<file path="config.mk">
export PLATFORM = sky130hd
export DESIGN_NAME = relu_requant_buffer_flat
export DESIGN_NICKNAME = d
export VERILOG_FILES = /design/src/rtl/relu_requant_buffer_if.sv /design/src/rtl/relu_requant_buffer.sv /design/src/flat_wrapper.sv
export SDC_FILE = /design/constraint.sdc
export NUM_CORES = 1
export LEC_CHECK = 0
export ABC_AREA = 1
export BUFFER_PORTS_ARGS = -buffer_cell sky130_fd_sc_hd__buf_2
export CORE_AREA = 8 8 104 106
export CTS_BUF_LIST = sky130_fd_sc_hd__clkbuf_2 sky130_fd_sc_hd__clkbuf_4 sky130_fd_sc_hd__clkbuf_8
export DETAILED_ROUTE_END_ITERATION = 10
export DIE_AREA = 0 0 112 114
export PLACE_DENSITY_LB_ADDON = 0.3
export SLEW_MARGIN = 20
export SYNTH_ARGS = -nofsm -noshare
export SYNTH_HDL_FRONTEND = slang
export SYNTH_SLANG_ARGS = --single-unit
</file>
<file path="constraint.sdc">
create_clock -name clk -period 3 [get_ports clk]
set_clock_uncertainty 0.2 [all_clocks]
set_input_delay 0.6 -clock clk [delete_from_list [all_inputs] [get_ports clk]]
set_output_delay 0.6 -clock clk [all_outputs]
set_load 0.1 [all_outputs]
</file>
<file path="src/rtl/relu_requant_buffer_if.sv">
`default_nettype none
// ---------------------------------------------------------------------------
// relu_requant_buffer_if : result-in / sample-out valid-ready bundle
// Revision 1.0
// ---------------------------------------------------------------------------
interface relu_requant_buffer_if #(
    parameter int IN_WIDTH  = 28,
    parameter int OUT_WIDTH = 14
);
    logic                        input_valid;
    logic                        input_ready;
    logic signed [IN_WIDTH-1:0]  input_data;
    logic                        output_valid;
    logic                        output_ready;
    logic        [OUT_WIDTH-1:0] output_data;
    logic                        output_last;

    modport slave (
        input  input_valid, input_data, output_ready,
        output input_ready, output_valid, output_data, output_last
    );

    modport master (
        output input_valid, input_data, output_ready,
        input  input_ready, output_valid, output_data, output_last
    );
endinterface
`default_nettype wire

</file>
<file path="src/rtl/relu_requant_buffer.sv">
`default_nettype none
// ---------------------------------------------------------------------------
// relu_requant_buffer : ReLU + round/shift/saturate requantizer with output FIFO
// Revision 1.0
// ---------------------------------------------------------------------------
module relu_requant_buffer #(
    parameter int IN_WIDTH  = 28,
    parameter int OUT_WIDTH = 14,
    parameter int SHIFT     = 7,
    parameter int DEPTH     = 4,
    parameter int ROWS      = 3
) (
    input  logic                  clk,
    input  logic                  reset,
    relu_requant_buffer_if.slave  bus,
    output logic [7:0]            sat_count
);
    localparam int c_aw    = $clog2(DEPTH);
    localparam int c_row_w = (ROWS > 1) ? $clog2(ROWS) : 1;

    localparam logic [c_aw:0]          c_full     = (c_aw+1)'(DEPTH);
    localparam logic [c_row_w-1:0]     c_last_row = c_row_w'(ROWS - 1);
    localparam logic signed [IN_WIDTH:0] c_round  = (IN_WIDTH+1)'(1) <<< (SHIFT - 1);
    localparam logic signed [IN_WIDTH:0] c_max    = (IN_WIDTH+1)'((1 <<< (OUT_WIDTH - 1)) - 1);

    logic [OUT_WIDTH:0]   r_mem [DEPTH];
    logic [c_aw-1:0]      r_wrptr;
    logic [c_aw-1:0]      r_rdptr;
    logic [c_aw:0]        r_count;
    logic [c_row_w-1:0]   r_row;
    logic [7:0]           r_sat;

    logic                        w_push;
    logic                        w_pop;
    logic                        w_neg;
    logic                        w_sat;
    logic                        w_last;
    logic signed [IN_WIDTH:0]    w_ext;
    logic signed [IN_WIDTH:0]    w_shifted;
    logic [OUT_WIDTH-1:0]        w_out;
    logic [OUT_WIDTH:0]          w_head;

    // One extra bit of headroom so adding the rounding constant never wraps.
    always_comb begin
        w_neg     = bus.input_data[IN_WIDTH-1];
        w_ext     = $signed({bus.input_data[IN_WIDTH-1], bus.input_data}) + c_round;
        w_shifted = w_ext >>> SHIFT;
        w_sat     = !w_neg && (w_shifted > c_max);
        if (w_neg) begin
            w_out = '0;
        end else if (w_sat) begin
            w_out = c_max[OUT_WIDTH-1:0];
        end else begin
            w_out = w_shifted[OUT_WIDTH-1:0];
        end
    end

    assign bus.input_ready  = reset && (r_count != c_full);
    assign bus.output_valid = (r_count != '0);
    assign w_push           = bus.input_valid && bus.input_ready;
    assign w_pop            = bus.output_valid && bus.output_ready;
    assign w_last           = (r_row == c_last_row);
    assign w_head           = r_mem[r_rdptr];
    assign bus.output_data  = bus.output_valid ? w_head[OUT_WIDTH-1:0] : '0;
    assign bus.output_last  = bus.output_valid && w_head[OUT_WIDTH];
    assign sat_count        = r_sat;

    // Storage is not reset; the head is masked while the FIFO is empty.
    always_ff @(posedge clk) begin
        if (w_push) begin
            r_mem[r_wrptr] <= {w_last, w_out};
        end
    end

    always_ff @(posedge clk or negedge reset) begin
        if (!reset) begin
            r_wrptr <= '0;
            r_rdptr <= '0;
            r_count <= '0;
            r_row   <= '0;
            r_sat   <= '0;
        end else begin
            if (w_push) begin
                r_wrptr <= r_wrptr + 1'b1;
                r_row   <= w_last ? '0 : r_row + 1'b1;
                if (w_sat && (r_sat != 8'hFF)) begin
                    r_sat <= r_sat + 1'b1;
                end
            end
            if (w_pop) begin
                r_rdptr <= r_rdptr + 1'b1;
            end
            if (w_push && !w_pop) begin
                r_count <= r_count + 1'b1;
            end else if (w_pop && !w_push) begin
                r_count <= r_count - 1'b1;
            end
        end
    end
endmodule
`default_nettype wire

</file>
<file path="src/flat_wrapper.sv">
// flat-port wrapper written by rule: the top's interface ports become plain ports
module relu_requant_buffer_flat 
#(
    parameter int IN_WIDTH  = 28,
    parameter int OUT_WIDTH = 14,
    parameter int SHIFT     = 7,
    parameter int DEPTH     = 4,
    parameter int ROWS      = 3
)
  (clk, reset, sat_count, bus_input_valid, bus_input_data, bus_output_ready, bus_input_ready, bus_output_valid, bus_output_data, bus_output_last);
  relu_requant_buffer_if #(.IN_WIDTH(IN_WIDTH), .OUT_WIDTH(OUT_WIDTH)) bus_i ();
  input  logic clk;
  input  logic reset;
  output logic [7:0] sat_count;
  input wire logic [$bits(bus_i.input_valid)-1:0] bus_input_valid;
  input wire logic [$bits(bus_i.input_data)-1:0] bus_input_data;
  input wire logic [$bits(bus_i.output_ready)-1:0] bus_output_ready;
  output wire logic [$bits(bus_i.input_ready)-1:0] bus_input_ready;
  output wire logic [$bits(bus_i.output_valid)-1:0] bus_output_valid;
  output wire logic [$bits(bus_i.output_data)-1:0] bus_output_data;
  output wire logic [$bits(bus_i.output_last)-1:0] bus_output_last;
  assign bus_i.input_valid = bus_input_valid;
  assign bus_i.input_data = bus_input_data;
  assign bus_i.output_ready = bus_output_ready;
  assign bus_input_ready = bus_i.input_ready;
  assign bus_output_valid = bus_i.output_valid;
  assign bus_output_data = bus_i.output_data;
  assign bus_output_last = bus_i.output_last;
  relu_requant_buffer #(.IN_WIDTH(IN_WIDTH), .OUT_WIDTH(OUT_WIDTH), .SHIFT(SHIFT), .DEPTH(DEPTH), .ROWS(ROWS)) u_core (.clk(clk), .reset(reset), .bus(bus_i), .sat_count(sat_count));
endmodule
</file>
; ---- Word level (Yosys, flattened, before mapping)
; Memories as Yosys holds them, arrays and structs flattened.
; Index checks and enable logic that the tools add are counted.
; W data, S select, Z words.
[classes]
magnitude_cmp = 1
n_reduce_logical = 14
muxes = 8
add_sub_neg = 7
eq_ne = 3
[ops]
columns = cell, count
row1 = $mux W14, 3
row2 = $add A28 B8 Y29 const B, 1
row3 = $gt A22 B14 Y1 const B, 1
row4 = $add A8 B1 Y8 const B, 1
row5 = $logic_and A1 B1 Y1, 8
row6 = $ne A8 B8 Y1 const B, 1
row7 = $add A2 B1 Y2 const B, 3
row8 = $mux W3, 2
row9 = $add A3 B1 Y3 const B, 1
row10 = $logic_not A1 Y1, 3
row11 = $ne A3 B3 Y1 const B, 1
row12 = $reduce_bool A3 Y1, 1
row13 = $sub A3 B1 Y3 const B, 1
row14 = $eq A2 B2 Y1 const B, 1
row15 = $mux W1, 2
row16 = $mux W2, 1
row17 = $reduce_and A2 Y1, 1
row18 = $reduce_bool A2 Y1, 1
[totals]
reg_bits = 17
out_inout_bits = 25
mem_bits_rw = 60
wordCells = 39
n_memories = 1
input_bits = 32
[mem_list]
columns = name, words, word_bits, read_ports, rd_clocked_by_memory_dff, write_ports, line_no
row1 = u_core.r_mem, 4, 15, 1, 0, 1, relu_requant_buffer.sv:26  ; logic [OUT_WIDTH:0] r_mem [DEPTH];

; ---- Depth between registers and ports, before layout
; Gate-level depths: netlist of the first run.
[depth]
ltp_word = 7
depth_mapped = 13
depth_no_buf = 13

; ---- Worst setup path before layout of the first run
; No wires, ideal clock.
[synth_timing]
kind = input port to flip-flop
start = input reset
end = register u_core.r_count[2]
required_time_ps = 2676
n_path_buf = 0
setup_slack_ps = -1130
path_stages = 10
setup_time_ps = 124
arrival_time_ps = 3805
cell_sequence = inv_1 > a21oi_1 > nand2_1 > inv_1 > ha_1 > inv_1 > fa_1 > a21oi_1 > o21ai_0 > xnor2_1
[synth_between]
elab_chain_cells = 5
word_cells_on_any_way = 7
classes_between = 1 x mux / 6 x reduce/logical
[synth_rtl]
columns = element, line_no
row1 = "start, declared", flat_wrapper.sv:13  ; input logic reset;
row2 = $logic_and A1 B1 Y1 *, relu_requant_buffer.sv:58  ; assign bus.input_ready = reset && (r_count != c_full);
row3 = net bus_input_ready, flat_wrapper.sv:18  ; output wire logic [$bits(bus_i.input_ready)-1:0] bus_input_ready;
row4 = $logic_and A1 B1 Y1 *, relu_requant_buffer.sv:60  ; assign w_push = bus.input_valid && bus.input_ready;
row5 = net u_core.w_push, relu_requant_buffer.sv:33  ; logic w_push;
row6 = $logic_not A1 Y1, relu_requant_buffer.sv:95  ; end else if (w_pop && !w_push) begin
row7 = $logic_and A1 B1 Y1, relu_requant_buffer.sv:95
row8 = $reduce_bool A2 Y1 (no source line), -
row9 = "end signal, assigned", relu_requant_buffer.sv:94  ; r_count <= r_count + 1'b1;
row10 = "end signal, assigned", relu_requant_buffer.sv:96  ; r_count <= r_count - 1'b1;
row11 = "end, declared", relu_requant_buffer.sv:29  ; logic [c_aw:0] r_count;
; Mark *: on every way through the listed nets, which the timed path passes. The rest lies on a longest branch.
; A chain may end at the register's enable or synchronous reset.

; ---- Worst setup path in the final report of the first run
[layout_timing]
start = input reset
end = register u_core.r_count[2]
[layout_between]
elab_chain_cells = 5
word_cells_on_any_way = 7
classes_between = 1 x mux / 6 x reduce/logical
[layout_rtl]
columns = element, line_no
row1 = $logic_and A1 B1 Y1 *, relu_requant_buffer.sv:58
row2 = $logic_and A1 B1 Y1 *, relu_requant_buffer.sv:60
row3 = net u_core.w_push, relu_requant_buffer.sv:33
row4 = $logic_not A1 Y1, relu_requant_buffer.sv:95
row5 = $logic_and A1 B1 Y1, relu_requant_buffer.sv:95
row6 = $reduce_bool A2 Y1 (no source line), -
; Marked as above.

==> metrics.txt, run 1 <==
status finished, final reports clean; share of flip-flops with an asynchronous set or reset 22.1%; CTS clk-pin slew, worst paths 0.08 ns; Tmin final 2.79 ns; initial drt markers 110; library cells used by synthesis 33; Core ar. 9110 um^2; first-pass GRT wire length 13800 um; cell taking the most area after synthesis edfxtp_1; EDFF count, synth 60; post-layout instance area 4910 um^2; critical path startpoint reset; Max transition margin 63.4%; required time worst endpoint 3.03 ns; Max rail drop VDD 0.692 mV; max incr delay on CP 0.52 ns; final wirelength 8440 um; Mapped Area 4030 um^2; pwr/cell area 1110 nW/um^2; Overflow after GRT 0; Slowest-stage cell, CP dlygate4sd3_1; routability congestion estimate from global placement 0.927; wire per inst 14.0 um; CP Max Fanout 7; crit start category primary input; layout cell share with drive strength beyond 1 24.9%; synth top area cells edfxtp_1, dfrtp_1, nor2_1; max cap viols 0; Reg2Reg Depth 10; clock sink total 77; Worst path depth 12; worst hold path class reg2reg; Hold Crit Start u_core.sat_count[6]; worst-path cell chain dlygate4sd3_1, buf_2, inv_1, a21oi_4, nand2_1, inv_2, ha_1, inv_1, fa_1, a21oi_1, o21ai_0, xnor2_1; largest net degree at the start of global routing 18; top_reg_cell synth edfxtp_1; post-synthesis sequential area ratio 55.2%; initial antenna violation count 0; most common cell in the netlist nor2_1; area grow syn2layout 21.7%; commonest cells in the netlist nor2_1, nand2_1, edfxtp_1, o21ai_0, inv_1; unrepaired setup endpoints after global routing false; # port buffers 50; Crit Path Category in2reg; Skew-Pair Late Insertion Delay 0.34 ns; Vias 3009; worst reg-to-reg setup slack 0.58 ns; Worst EP arrival 2.82 ns; CTS tree built; final non-filler cell total 604; First-pass DRT Iterations 4; Inserted Clock Buffers 9; warnings from Yosys 0; Least-Margin Pin Slew 0.549 ns; Lkg Pwr 1.92 nW; Placement Cell Area 4720 um^2; I/O Pins 57; htree depth 3; Syn Inst Count 423; crit-path leading delay family buffers and inverters; average cell area after synthesis 9.53 um^2; Inst Count DP 587; die height 114 um; GRT Total Usage 13.7%; final setup fails 0; DPL Wire Length 6250 um; die width 112 um; critical path capture point type flop; clock root cell clkbuf_8; vias in the first global route 2954; post-route ant nets 0; die area 12800 um^2; Tcrit/Tclk final 92.9%; post-synth top area share 44.7%; CP bufs+invs 5; max-slew violation count 0; post-synthesis register bit count 77; Rows 35; via/cell ratio 4.98; Starting Density 44.3%; Post-route DRC 0; Hold Fails Final Rpt 0; RR Startpoint u_core.r_count[0]; FF-to-FF End u_core.r_count[2]; most used cell, CP inv_1; # diodes 0; clock tree buffer depth 2; # nets final 528; Worst Setup EP u_core.r_count[2]; Fmax 0.359 GHz
per-stage QoR:
step	hold WS [ns]	worst slack, ns	TNS [ns]	power, mW	utilization [%]
global route	0.348	0.0601	0	5.73	53.9
detailed placement	0.287	0.141	0	4.86	51.9
floorplan	0.104	-0.166	-0.485	3.80	-
global placement	0.276	0.218	0	4.81	51.9
CTS	0.306	0.173	0	5.53	53.9
finish	0.300	0.213	0	5.47	53.9
layer usage:
metal / vias to the layer above / GRT usage [%] / part of all wire, %
met5: - / 0 / 0
met4: 0 / 5.40 / 1.0
met2: 56 / 23.6 / 50
met3: 7 / 3.59 / 3.9
li1: 1553 / - / -
met1: 1393 / 15.9 / 45
cells in the final DEF, fill, tap and decap left out, types with 5 or more instances in the layout:
master,n
a21oi_1,5
a21oi_2,13
buf_12,13
buf_2,37
buf_4,13
clkbuf_8,9
dfrtp_1,17
edfxtp_1,60
ha_1,7
inv_1,30
nand2_1,62
nand3_1,16
nand4_1,13
nor2_1,86
o21ai_0,38
o21ai_2,9
xnor2_1,10
xor2_1,12
cells by family (layout without fill, tap and decap cells):
kind of cell / Yosys count / after routing / share of synthesized area, %
XOR/XNOR: 22 / 22 / 4.78
multiplexers: 1 / 1 / 0.279
AND/OR/NAND/NOR: 198 / 198 / 22.3
adder cells (fa/ha/maj): 8 / 8 / 2.67
buffers and inverters: 46 / 113 / 4.69
other: 1 / 4 / 0.0930
AO/OA/AOI/OAI: 70 / 70 / 9.90
flip-flops: 77 / 77 / 55.2
repair_timing:
item	in CTS	in global routing
hold buffers	1	0
buffers inserted	0	0
resized for setup	0	1
endpoints found under the setup margin	0	1
endpoints found under the hold margin	8	0
final cells by class:
class / count / area [um^2]
tap: 111 / 139
sequential: 77 / 2230
fill: 834 / 4200
timing repair buffer: 64 / 553
multi-input combinational: 303 / 1690
inverter: 33 / 124
clock buffer: 10 / 131
clock inverter: 6 / 40.0
worst min-delay path, cell delays in order, from the launching register on:
cell     delay [ns]
dfrtp_1        0.36
nand2_1        0.06
nand2_1        0.05
flip-flops by register name, summed over array words and instances (netlist names):
name,flops
u_core.r_count,3
u_core.r_mem,60
u_core.r_rdptr,2
u_core.r_row,2
u_core.r_wrptr,2
u_core.sat_count,8
power by group:
part / total (mW) / switching, mW / internal [mW] / leakage, nW
registers: 1.46 / 0.120 / 1.34 / 0.753
logic: 3.35 / 2.34 / 1.01 / 1.09
clock network: 0.666 / 0.360 / 0.306 / 0.0777
worst min-delay path by stage:
stage,end,slack (ns),depth (start not counted)
2_1_floorplan,u_core.r_count[0],0.10,0
3_3_place_gp,u_core.sat_count[6],0.28,2
3_5_place_dp,u_core.sat_count[6],0.29,2
4_1_cts,u_core.r_rdptr[0],0.31,3
5_1_grt,u_core.sat_count[6],0.35,2
6_report,u_core.sat_count[6],0.30,2
Power figures use the tool's default switching activity.
==> run 2: changes to the inputs <==
--- a/config.mk
+++ b/config.mk
@@ -5,12 +5,12 @@
 export SDC_FILE = /design/constraint.sdc
 export NUM_CORES = 1
 export LEC_CHECK = 0
-export ABC_AREA = 1
 export BUFFER_PORTS_ARGS = -buffer_cell sky130_fd_sc_hd__buf_2
-export CORE_AREA = 8 8 104 106
+export CORE_AREA = 8 8 100 102
 export CTS_BUF_LIST = sky130_fd_sc_hd__clkbuf_2 sky130_fd_sc_hd__clkbuf_4 sky130_fd_sc_hd__clkbuf_8
 export DETAILED_ROUTE_END_ITERATION = 10
-export DIE_AREA = 0 0 112 114
+export DIE_AREA = 0 0 108 110
+export MAX_ROUTING_LAYER = met4
 export PLACE_DENSITY_LB_ADDON = 0.3
 export SLEW_MARGIN = 20
 export SYNTH_ARGS = -nofsm -noshare
==> run 2 against run 1 <==
Global-route usage decreased by 0.81 points; die area decreased by 7.0%; worst hold slack worse by 0.28 ns; routed wire length shrank 19%; critical path depth fell by 8; area after synthesis is 9.4% lower; via count is 28% lower; count of clock-buffer cells in the layout shrank 1; flip-flop and latch count unchanged; critical endpoint is now bus_output_data[12]; highest routed layer unchanged.
==> metrics.txt, run 2 <==
Layout fillers 708 (was 834); First-pass DRT Iterations 4 (unchanged); post-synthesis sequential area ratio 61.0% (was 55.2%); die height 110 um (was 114 um); Post-route DRC 0 (unchanged); Rows 34 (was 35); die width 108 um (was 112 um); die area 11900 um^2 (was 12800 um^2); first-pass GRT wire length 11300 um (was 13800 um); Hold Fails Final Rpt 0 (unchanged); Tcrit/Tclk final 90.6% (was 92.9%); Core ar. 8470 um^2 (was 9110 um^2); post-route ant nets 0 (unchanged); max-slew violation count 0 (unchanged); area grow syn2layout 17.4% (was 21.7%); largest register by flop count u_core.r_mem (unchanged); wire per inst 16.1 um (was 14.0 um); max cap viols 0 (unchanged); post-synthesis register bit count 77 (unchanged); final wirelength 6870 um (was 8440 um); worst reg-to-reg setup slack 0.71 ns (was 0.58 ns); Inserted Clock Buffers 9 (unchanged); Crit Path Category reg2out (was in2reg); # nets final 354 (was 528); htree depth 3 (unchanged); status finished, final reports clean (unchanged); Vias 2172 (was 3009); Tmin final 2.72 ns (was 2.79 ns); post-synth top area share 49.3% (was 44.7%); GRT Total Usage 12.9% (was 13.7%); clock tree buffer depth 2 (unchanged); DPL Wire Length 4930 um (was 6250 um); initial antenna violation count 0 (unchanged); CTS tree built (unchanged); I/O Pins 57 (unchanged); Mapped Area 3650 um^2 (was 4030 um^2); final setup fails 0 (unchanged); Post CTS Setup Buffer Count 0 (unchanged); initial drt markers 73 (was 110); top_reg_cell synth edfxtp_1 (unchanged); critical path capture point type output pin (was flop); average cell area after synthesis 14.6 um^2 (was 9.53 um^2); # port buffers 50 (unchanged); commonest non-fill, non-tap cell in the layout edfxtp_1 (was nor2_1); CTS resizes 0 (unchanged); crit start category flop (was primary input); routability congestion estimate from global placement 0.746 (was 0.927); share of flip-flops with an asynchronous set or reset 22.1% (unchanged); cell taking the most area after synthesis edfxtp_1 (unchanged); Overflow after GRT 0 (unchanged); Syn Inst Count 251 (was 423); library cells used by synthesis 38 (was 33); clock root cell clkbuf_8 (unchanged); CTS clk-pin slew, worst paths 0.08 ns (about the same); Post-CTS Hold Buffers 0 (was 1); CP Max Fanout 17 (was 7); setup_tns 0 ns (unchanged); synth top area cells edfxtp_1, dfrtp_1, mux4_2 (was edfxtp_1, dfrtp_1, nor2_1); warnings from Yosys 0 (unchanged); max reg flops 60 (unchanged); worst hold path class in2async (was reg2reg); # diodes 0 (unchanged); Starting Density 43.2% (was 44.3%); layout cell share with drive strength beyond 1 32.3% (was 24.9%); required time worst endpoint 2.20 ns (was 3.03 ns); Worst EP arrival 1.92 ns (was 2.82 ns); Skew-Pair Late Insertion Delay 0.34 ns (about the same); most common cell in the netlist edfxtp_1 (was nor2_1); commonest cells in the netlist edfxtp_1, dfrtp_1, and2_1, mux4_2, xor2_1 (was nor2_1, nand2_1, edfxtp_1, o21ai_0, inv_1); EDFF count, synth 60 (unchanged); commonest non-fill, non-tap cells in the layout edfxtp_1, buf_2, dfrtp_1 (was nor2_1, nand2_1, edfxtp_1); largest net degree at the start of global routing 21 (was 18); vias in the first global route 2264 (was 2954); via/cell ratio 5.09 (was 4.98); unrepaired setup endpoints after global routing false (unchanged); clock sink total 77 (unchanged); Fmax 0.368 GHz (was 0.359 GHz)
## run 2: cell types whose count changed after synthesis, sizes merged, moves of 7 or more
cell,previous run,this run
nor2,94,11
nand2,66,11
o21ai,47,5
inv,32,9
and2,0,16
mux4,0,15
nand4,13,5
nand3,19,12
## run 2: critical path: stages (launching register included)
cell and delay, ns:
dfrtp_1 0.38, buf_12 0.19, mux4_2 0.53, and2_1 0.18, buf_2 0.29
## run 2: per-stage QoR
stage	cells	setup WS, ns	cell area [um^2]	hold WS, ns	utilization (%)
global placement	411	0.264	4110	0.284	48.5
global route	427	0.185	4290	0.0222	50.7
finish	427	0.281	4290	0.0178	50.7
CTS	427	0.240	4290	0.00832	50.7
floorplan	254	0.115	3680	0.104	-
detailed placement	411	0.236	4110	0.293	48.5
## run 2: kinds of logic after synthesis
| family | synth area share [%] |
|---|---|
| compound gates | 3.77 |
| xor+xnor | 6.23 |
| fa+ha+maj | 2.95 |
| buf+inv | 2.36 |
| flops | 61.0 |
| mux | 9.86 |
| other cells | 0.103 |
| simple gates | 13.8 |
## run 2: layer usage
| metal | global-route usage, % | wire [um] | up-vias |
|---|---|---|---|
| li1 | - | - | 1061 |
| met1 | 15.5 | 3170 | 1055 |
| met2 | 20.4 | 3330 | 48 |
| met3 | 3.60 | 274 | 8 |
| met4 | 4.46 | 90 | 0 |
| met5 | - | 0 | - |
## run 2: cell type report
| cell class | count | area, um^2 | area share [%] |
|---|---|---|---|
| Sequential cell | 77 | 2230 | 51.9 |
| Multi-Input combinational cell | 157 | 1360 | 31.8 |
| Timing Repair Buffer | 60 | 350 | 8.17 |
| Tap cell | 108 | 135 | 3.15 |
| Clock buffer | 9 | 124 | 2.89 |
| Clock inverter | 7 | 57.6 | 1.34 |
| Inverter | 9 | 33.8 | 0.787 |
## run 2: worst paths after layout
path                                       end                start  cells after the start
min in group clk           u_core.sat_count[5]  u_core.sat_count[5]                      1
min reg2reg                u_core.sat_count[5]  u_core.sat_count[5]                      1
max in group asynchronous      u_core.r_row[0]                reset                      2
max reg2reg                  u_core.r_count[2]    u_core.r_count[2]                      8
min                            u_core.r_row[1]                reset                      2
max                        bus_output_data[12]    u_core.r_rdptr[0]                      4
Power of run 2 is not shown: default switching activity piles up to over one toggle a cycle in this logic, so the estimate is an artifact.
